`src/rtl/serial_cmp_pkg.sv`:
```
// Shared definitions for the serial comparator controller.
//   state_e       : FSM state encodings (IDLE, SCAN, DONE)
//   DEFAULT_WIDTH : default operand width used by serial_compare_ctrl
package serial_cmp_pkg;

  localparam int DEFAULT_WIDTH = 8;

  typedef enum logic [1:0] {
    IDLE = 2'd0,
    SCAN = 2'd1,
    DONE = 2'd2
  } state_e;

endpackage : serial_cmp_pkg

```
`src/rtl/comparator_1bit.sv`:
```
// Single-bit magnitude comparator cell.
//   a_i, b_i : input bits
//   gt_o     : a_i > b_i
//   lt_o     : a_i < b_i
//   eq_o     : a_i == b_i
module comparator_1bit (
  input  logic a_i,
  input  logic b_i,
  output logic gt_o,
  output logic lt_o,
  output logic eq_o
);

  assign gt_o = a_i & ~b_i;
  assign lt_o = ~a_i & b_i;
  assign eq_o = ~(a_i ^ b_i);

endmodule : comparator_1bit

```
`src/rtl/serial_compare_ctrl.sv`:
```
// Serial unsigned magnitude comparator. On an accepted start the operands
// are captured and examined one bit per cycle, MSB first, through a single
// 1-bit comparator cell. The scan stops at the first differing bit, or after
// the LSB when all bits match, and reports a one-hot result with a one-cycle
// done pulse.
//   clk     : clock, rising edge
//   rst_n   : asynchronous active-low reset
//   start   : request a comparison (accepted only when idle)
//   abort   : cancel a scan in progress (no done, results stay 0)
//   a, b    : operands, sampled when start is accepted
//   busy    : high while scanning or reporting
//   done    : one-cycle pulse, results valid
//   a_gt_b  : A > B (unsigned)
//   a_lt_b  : A < B (unsigned)
//   a_eq_b  : A == B
module serial_compare_ctrl
  import serial_cmp_pkg::*;
#(
  parameter int WIDTH = DEFAULT_WIDTH
) (
  input  logic             clk,
  input  logic             rst_n,
  input  logic             start,
  input  logic             abort,
  input  logic [WIDTH-1:0] a,
  input  logic [WIDTH-1:0] b,
  output logic             busy,
  output logic             done,
  output logic             a_gt_b,
  output logic             a_lt_b,
  output logic             a_eq_b
);

  localparam int IDX_W = $clog2(WIDTH);

  state_e             state_q;
  logic [WIDTH-1:0]   a_q;
  logic [WIDTH-1:0]   b_q;
  logic [IDX_W-1:0]   idx_q;
  logic               gt_q;
  logic               lt_q;
  logic               eq_q;

  logic               cmp_gt;
  logic               cmp_lt;
  logic               cmp_eq;

  comparator_1bit u_cmp (
    .a_i  (a_q[idx_q]),
    .b_i  (b_q[idx_q]),
    .gt_o (cmp_gt),
    .lt_o (cmp_lt),
    .eq_o (cmp_eq)
  );

  always_ff @(posedge clk or negedge rst_n) begin
    if (!rst_n) begin
      state_q <= IDLE;
      a_q     <= '0;
      b_q     <= '0;
      idx_q   <= '0;
      gt_q    <= 1'b0;
      lt_q    <= 1'b0;
      eq_q    <= 1'b0;
    end else begin
      case (state_q)
        IDLE: begin
          // start wins over abort here; abort only matters while scanning
          if (start) begin
            a_q     <= a;
            b_q     <= b;
            idx_q   <= IDX_W'(WIDTH - 1);
            gt_q    <= 1'b0;
            lt_q    <= 1'b0;
            eq_q    <= 1'b0;
            state_q <= SCAN;
          end
        end
        SCAN: begin
          // abort pre-empts the compare; results were cleared at accept
          if (abort) begin
            state_q <= IDLE;
          end else if (!cmp_eq) begin
            gt_q    <= cmp_gt;
            lt_q    <= cmp_lt;
            state_q <= DONE;
          end else if (idx_q == '0) begin
            eq_q    <= 1'b1;
            state_q <= DONE;
          end else begin
            idx_q   <= idx_q - IDX_W'(1);
          end
        end
        DONE: begin
          state_q <= IDLE;
        end
        default: begin
          state_q <= IDLE;
        end
      endcase
    end
  end

  // Moore decode from state; results come straight from their registers
  assign busy   = (state_q == SCAN) || (state_q == DONE);
  assign done   = (state_q == DONE);
  assign a_gt_b = gt_q;
  assign a_lt_b = lt_q;
  assign a_eq_b = eq_q;

endmodule : serial_compare_ctrl

```
`config.mk`:
```
export PLATFORM = sky130hd
export DESIGN_NAME = serial_compare_ctrl
export DESIGN_NICKNAME = d
export VERILOG_FILES = /design/src/rtl/serial_cmp_pkg.sv /design/src/rtl/comparator_1bit.sv /design/src/rtl/serial_compare_ctrl.sv
export SDC_FILE = /design/constraint.sdc
export NUM_CORES = 1
export LEC_CHECK = 0
export ABC_AREA = 1
export CAP_MARGIN = 10
export CORE_ASPECT_RATIO = 1.2
export CORE_MARGIN = 2
export CORE_UTILIZATION = 40
export DETAILED_ROUTE_END_ITERATION = 6
export PLACE_DENSITY = 0.64
export SLEW_MARGIN = 15
export SYNTH_ARGS = -nofsm -noshare
export SYNTH_HDL_FRONTEND = slang
export SYNTH_HIERARCHICAL = 1
export SYNTH_SLANG_ARGS = --single-unit
```
`constraint.sdc`:
```
create_clock -name clk -period 2.94 [get_ports clk]
set_input_delay 0.441 -clock clk [delete_from_list [all_inputs] [get_ports clk]]
set_output_delay 0.441 -clock clk [all_outputs]
set_load 0.1 [all_outputs]
```
======== Word-level counts from Yosys, hierarchy flattened ========
Index checks and enable logic that the tools add are counted.
storage, ports and cells
  register bits after elaboration ......... 24
  input port bits ......................... 20
  output and inout port bits .............. 5
  logic and storage cells ................. 57
operators by class
  add/sub/neg operators ................... 1
  magnitude comparators ................... 1
  equal/unequal tests ..................... 9
  muxes and demuxes ....................... 25
  bitwise logic cells ..................... 5
  reductions and logical operators ........ 9
operators with widths
  cell                 count
  $mux 3               4
  $ne 2x2->1 const B   6
  $mux 1               10
  $reduce_and 5->1     2
  $mux 2               4
  $bmux 1 s3           2
  $pmux 1 s2           3
  $pmux 3 s2           1
  $lt 3x4->1 const B   1
  $ne 4x4->1 const B   1
  $pmux 2 s2           1
  $reduce_and 2->1     2
  $reduce_and 4->1     1
  $logic_not 3->1      1
  $sub 3x1->3 const B  1
  $and 1x1->1          2
  $eq 2x1->1 const B   1
  $eq 2x2->1 const B   1
  $logic_not 2->1      1
  $not 1->1            2
  $reduce_bool 2->1    1
  $logic_or 1x1->1     1
  $xor 1x1->1          1

======== Logic depth before layout (Yosys ltp) ========
  word-level depth ........................ 7
  depth in mapped cells ................... 14
  gate-level depth less buffers ........... 14

======== Cells and area by module ========
The synthesis kept the hierarchy.
modules (own cells, without submodules)
  module               times used  cells an instance  area each (sq um)  sequential area each (sq um)
  serial_compare_ctrl  1           176                1335.0             600.6
  comparator_1bit      1           4                  32.5               0.0

======== Worst setup path after synthesis ========
Ideal clock, no wire load.
  kind .................................... register to output
  start ................................... register state_q[0]
  end ..................................... output busy
  data arrival time ....................... 1.256 ns
  required time ........................... 2.499 ns
  slack ................................... 1.243 ns
  stages on the path, launching flop included .. 3
  buffers on the path ..................... 0
  cell sequence ........................... dfrtp_1 inv_1 ha_1
on the way
  longest elaborated chain between the ends .. 2
  elaborated cells on any way between the ends .. 3
  those cells by class .................... eq/ne (2); reduce/logical (1)
RTL lines
  item                                      line                        text
  start: declaration                        serial_compare_ctrl.sv:36   state_e state_q;
  start signal: assignment                  serial_compare_ctrl.sv:58   state_q <= IDLE;
  start signal: assignment                  serial_compare_ctrl.sv:76   state_q <= SCAN;
  start signal: assignment                  serial_compare_ctrl.sv:82   state_q <= IDLE;
  $eq 2x1->1 or $eq 2x2->1 (tied branches)  serial_compare_ctrl.sv:105  assign busy = (state_q == SCAN) || (state_q == DONE);
  $logic_or 1x1->1 (*)                      serial_compare_ctrl.sv:105
  end: declaration                          serial_compare_ctrl.sv:27   output logic busy,
Every way passes the cells marked *; elsewhere a longest branch is shown, timed or not.

======== Worst setup path after layout ========
  start ................................... register idx_q[0]
  end ..................................... register idx_q[1]
on the way
  longest elaborated chain between the ends .. 5
  elaborated cells on any way between the ends .. 14
  those cells by class .................... add/sub (1); eq/ne (2); mux (8); bitwise (1); reduce/logical (2)
RTL lines
  item                                            line                                              text
  start: declaration                              serial_compare_ctrl.sv:39                         logic [IDX_W-1:0] idx_q;
  start signal: assignment                        serial_compare_ctrl.sv:72                         idx_q <= IDX_W'(WIDTH - 1);
  start signal: assignment                        serial_compare_ctrl.sv:91                         idx_q <= idx_q - IDX_W'(1);
  $sub 3x1->3, or another cell as far along       serial_compare_ctrl.sv:91
  $mux 3, or another cell as far along            serial_compare_ctrl.sv:87                         end else if (idx_q == '0) begin
  $mux 3 or $xor 1x1->1 (tied branches)           serial_compare_ctrl.sv:83, comparator_1bit.sv:16
  $mux 3 or $ne 2x2->1 (tied branches)            n/a
  $pmux 3 s2 or $reduce_and 5->1 (tied branches)  n/a
Several ways; a longest one is shown, not always the timed one. The select of a mux whose other input is x is not followed.
A chain may end at the register's enable or synchronous reset.

==> qor.txt <==
======================================================================================================
Postcts setup bufs                                                                                   0
Sequential cell area in the final layout                                                     600.6 µm²
Layout overhead on the synthesized area                                                         22.32%
Worst Skew                                                                                    2.915 ps
Cell count after synthesis                                                                         180
Required time of the critical path                                                             3100 ps
Root buffer cell                                                                          sky130_fd_sc_hd__clkbuf_8
# rows                                                                                              23
Synth Net Count                                                                                    208
Die extent in y                                                                               68.05 µm
Netlist Area Pre-Place                                                                        1368 µm²
Routed via count divided by cell count                                                           4.668
Quantity of I/O buffers inserted on ports                                                           24
Most frequent standard cell in the layout excluding fill and tap cells                    sky130_fd_sc_hd__nand2_1
Maximum fanout along the worst path                                                                 11
Max-capacitance violation count                                                                      0
Number of synthesized register bits                                                                 24
Count of clock tree sinks                                                                           24
Largest incremental delay on the critical path                                                  540 ps
Library cell contributing the largest single delay on the critical path                   sky130_fd_sc_hd__dfrtp_1
Period utilization                                                                              0.6729
Aggregate global-route resource usage                                                           0.1570
HPWL Detailed                                                                                 2.046 mm
Initial antenna violation count                                                                      0
CP bufs+invs                                                                                         3
Element type at the critical path end                                                             flop
Die outline area                                                                              3904 µm²
Cell types with the largest area share after synthesis                                    sky130_fd_sc_hd__dfrtp_1 44%, sky130_fd_sc_hd__nand2_1 14%, sky130_fd_sc_hd__ha_1 7.3%
Post-synthesis average cell area                                                             7.598 µm²
Antenna cells                                                                                        0
Setup Crit Path Kind                                                                        reg -> reg
Critical path's top delay family                                                          simple AND/OR/NAND/NOR gates
Number of remaining DRC errors                                                                       0
Kind of start point of the critical path                                                          flop
Number of standard cells in the layout, taps in and fillers out                                    241
Min Clock Period, post-route                                                                   1978 ps
PwrDens                                                                                    1231 nW/µm²
Worst Hold Class                                                                            reg -> reg
Leak Pwr                                                                                     0.8851 nW
Warnings, synthesis                                                                                  6
Global-route wire length before repair                                                        4.761 mm
Clock latency on the worst-skew pair                                                            270 ps
Post-Place Cell Area                                                                          1618 µm²
DR WL/cell                                                                                    10.91 µm
Max-slew headroom                                                                               0.3829
Sum Neg Setup Slack                                                                               0 ps
Worst voltage drop across the vdd grid                                                     0.0008566 V
Cell taking the most area after synthesis                                                 sky130_fd_sc_hd__dfrtp_1
Final hold violations                                                                                0
Fraction of final layout cells with drive strength greater than 1                               0.1324
Clock tree buffer depth                                                                              2
FILL cells                                                                                         345
Clock tree from TritonCTS                                                                          yes
Vias after detailed routing                                                                       1125
Arr. time, crit path                                                                           2140 ps
Sequential fraction of the synthesis area                                                       0.4392
Yosys top cell area share                                                                       0.4392
Pre-antenna DRT Iters                                                                                4
Remaining Overflow, GRT                                                                              0
Pin slew with the least headroom to its limit                                                 923.5 ps
Clock transition at the register clock pins on the worst setup and hold paths after CTS          80 ps
Area of the multi-input gates                                                                624.3 µm²
Number of global-route vias before repair                                                         1134
Hold-fix buffers at CTS                                                                              0
Total Nets Final                                                                                   233
Post-cts repair resize count                                                                         0
Die extent in x                                                                               57.38 µm
Setup repair after global routing missed its margin                                                 no
CTS H-Tree Depth                                                                                     1
Result of the run                                                                         finished, final reports clean
Initial Utilization                                                                             0.4132
Final design utilization                                                                        0.5055
Final Max Slew Viols                                                                                 0
Ports placed on the boundary                                                                        25
DRT iter0 DRCs                                                                                      27
Placed cell count                                                                                  237
Wire length after detailed routing                                                            2.629 mm
Final Wtd Congestion                                                                            0.8122
CP dominant cell by count                                                                 sky130_fd_sc_hd__nand2_1
Achievable frequency                                                                        0.5054 GHz
Core box area                                                                                 3309 µm²
Cell variety after synth                                                                            18
Number of buffers inserted during clock tree synthesis                                               3
Final non-filler cell area                                                                    1673 µm²
Top library cells by usage in the layout, fill and taps aside                             50 x sky130_fd_sc_hd__nand2_1, 24 x sky130_fd_sc_hd__inv_1, 24 x sky130_fd_sc_hd__dfrtp_1
Detail Route Antenna Nets                                                                            0
Final number of setup-violating endpoints                                                            0
Pin count of the biggest net entering global routing                                                33
Ordered list of cells on the worst path                                                   inv_2, nand2_1, nand3_1, nand2_1, nand2_1, nand2_1, inv_1, ha_1, inv_1, o21ai_0, nand3_1, nand2_1, nand2_1
======================================================================================================
kinds of logic after synthesis:
kind of cell | count (synthesis) | synth area share
DFF | 24 | 0.4392
xor gates and xnor gates | 1 | 0.006406
adders and majority gates | 8 | 0.07320
and+or+nand+nor | 92 | 0.3001
buffers and inverters | 34 | 0.1043
AOI/OAI and AO/OA | 21 | 0.07685
power by group:
part / leakage [nW] / internal [mW] / switching, mW
Combinational: 0.580 / 0.392 / 0.867
Clock: 0.0288 / 0.120 / 0.104
Sequential: 0.276 / 0.490 / 0.0874
cell type report:
type	count	area share
Clock buffer	4	0.03291
Inverter	29	0.06657
Multi-Input combinational cell	122	0.3732
Sequential cell	24	0.3590
Tap cell	37	0.02767
Timing Repair Buffer	25	0.1406
final timing paths:
| path | from | slack [ps] | depth (start not counted) | to |
|---|---|---|---|---|
| max | idx_q[0] | 960 | 13 | idx_q[1] |
| min | a_gt_b | 500 | 2 | a_gt_b |
| max reg2reg | idx_q[0] | 960 | 13 | idx_q[1] |
| min in group asynchronous | rst_n | 520 | 2 | b_q[7] |
| min reg2reg | a_gt_b | 500 | 2 | a_gt_b |
| max in group asynchronous | rst_n | 2180 | 2 | a_q[7] |
worst register-to-register path, stage by stage, from the launching register on:
cell                      delay [ps]
sky130_fd_sc_hd__dfrtp_1         540
sky130_fd_sc_hd__inv_2           160
sky130_fd_sc_hd__nand2_1         100
sky130_fd_sc_hd__nand3_1          60
sky130_fd_sc_hd__nand2_1          70
sky130_fd_sc_hd__nand2_1          50
sky130_fd_sc_hd__nand2_1          90
sky130_fd_sc_hd__inv_1            50
sky130_fd_sc_hd__ha_1            300
sky130_fd_sc_hd__inv_1            60
sky130_fd_sc_hd__o21ai_0         140
sky130_fd_sc_hd__nand3_1         140
sky130_fd_sc_hd__nand2_1          80
sky130_fd_sc_hd__nand2_1          50
synth_stat cells (all sizes together):
| master | number |
|---|---|
| nor2 | 22 |
| inv | 29 |
| o21ai | 5 |
| buf | 5 |
| nand2 | 56 |
| a21oi | 16 |
| nand3 | 14 |
| xnor2 | 1 |
| ha | 8 |
| dfrtp | 24 |
registers in the layout, indices dropped and copies added, names as in the netlist:
name / count
state_q: 2
a_q: 8
a_lt_b: 1
idx_q: 3
a_gt_b: 1
a_eq_b: 1
b_q: 8
layer usage:
layer | routed length, µm | global-route usage | vias up
met3 | 113 | 0.01890 | 5
met4 | 51 | 0.06977 | 0
li1 | - | - | 596
met5 | 0 | 0 | -
met1 | 1152 | 0.1816 | 502
met2 | 1312 | 0.2898 | 22
per-stage QoR:
stage	power, mW	hold slack [ps]	setup WS [ps]
2_1_floorplan	1.630	145.4	1243
3_3_place_gp	1.832	484.4	922.5
3_5_place_dp	1.855	480.3	897.8
4_1_cts	2.088	501.7	958.9
5_1_grt	2.282	544.8	704.1
6_report	2.060	499.2	961.6
Note: power is estimated with default switching activity, not from simulation.
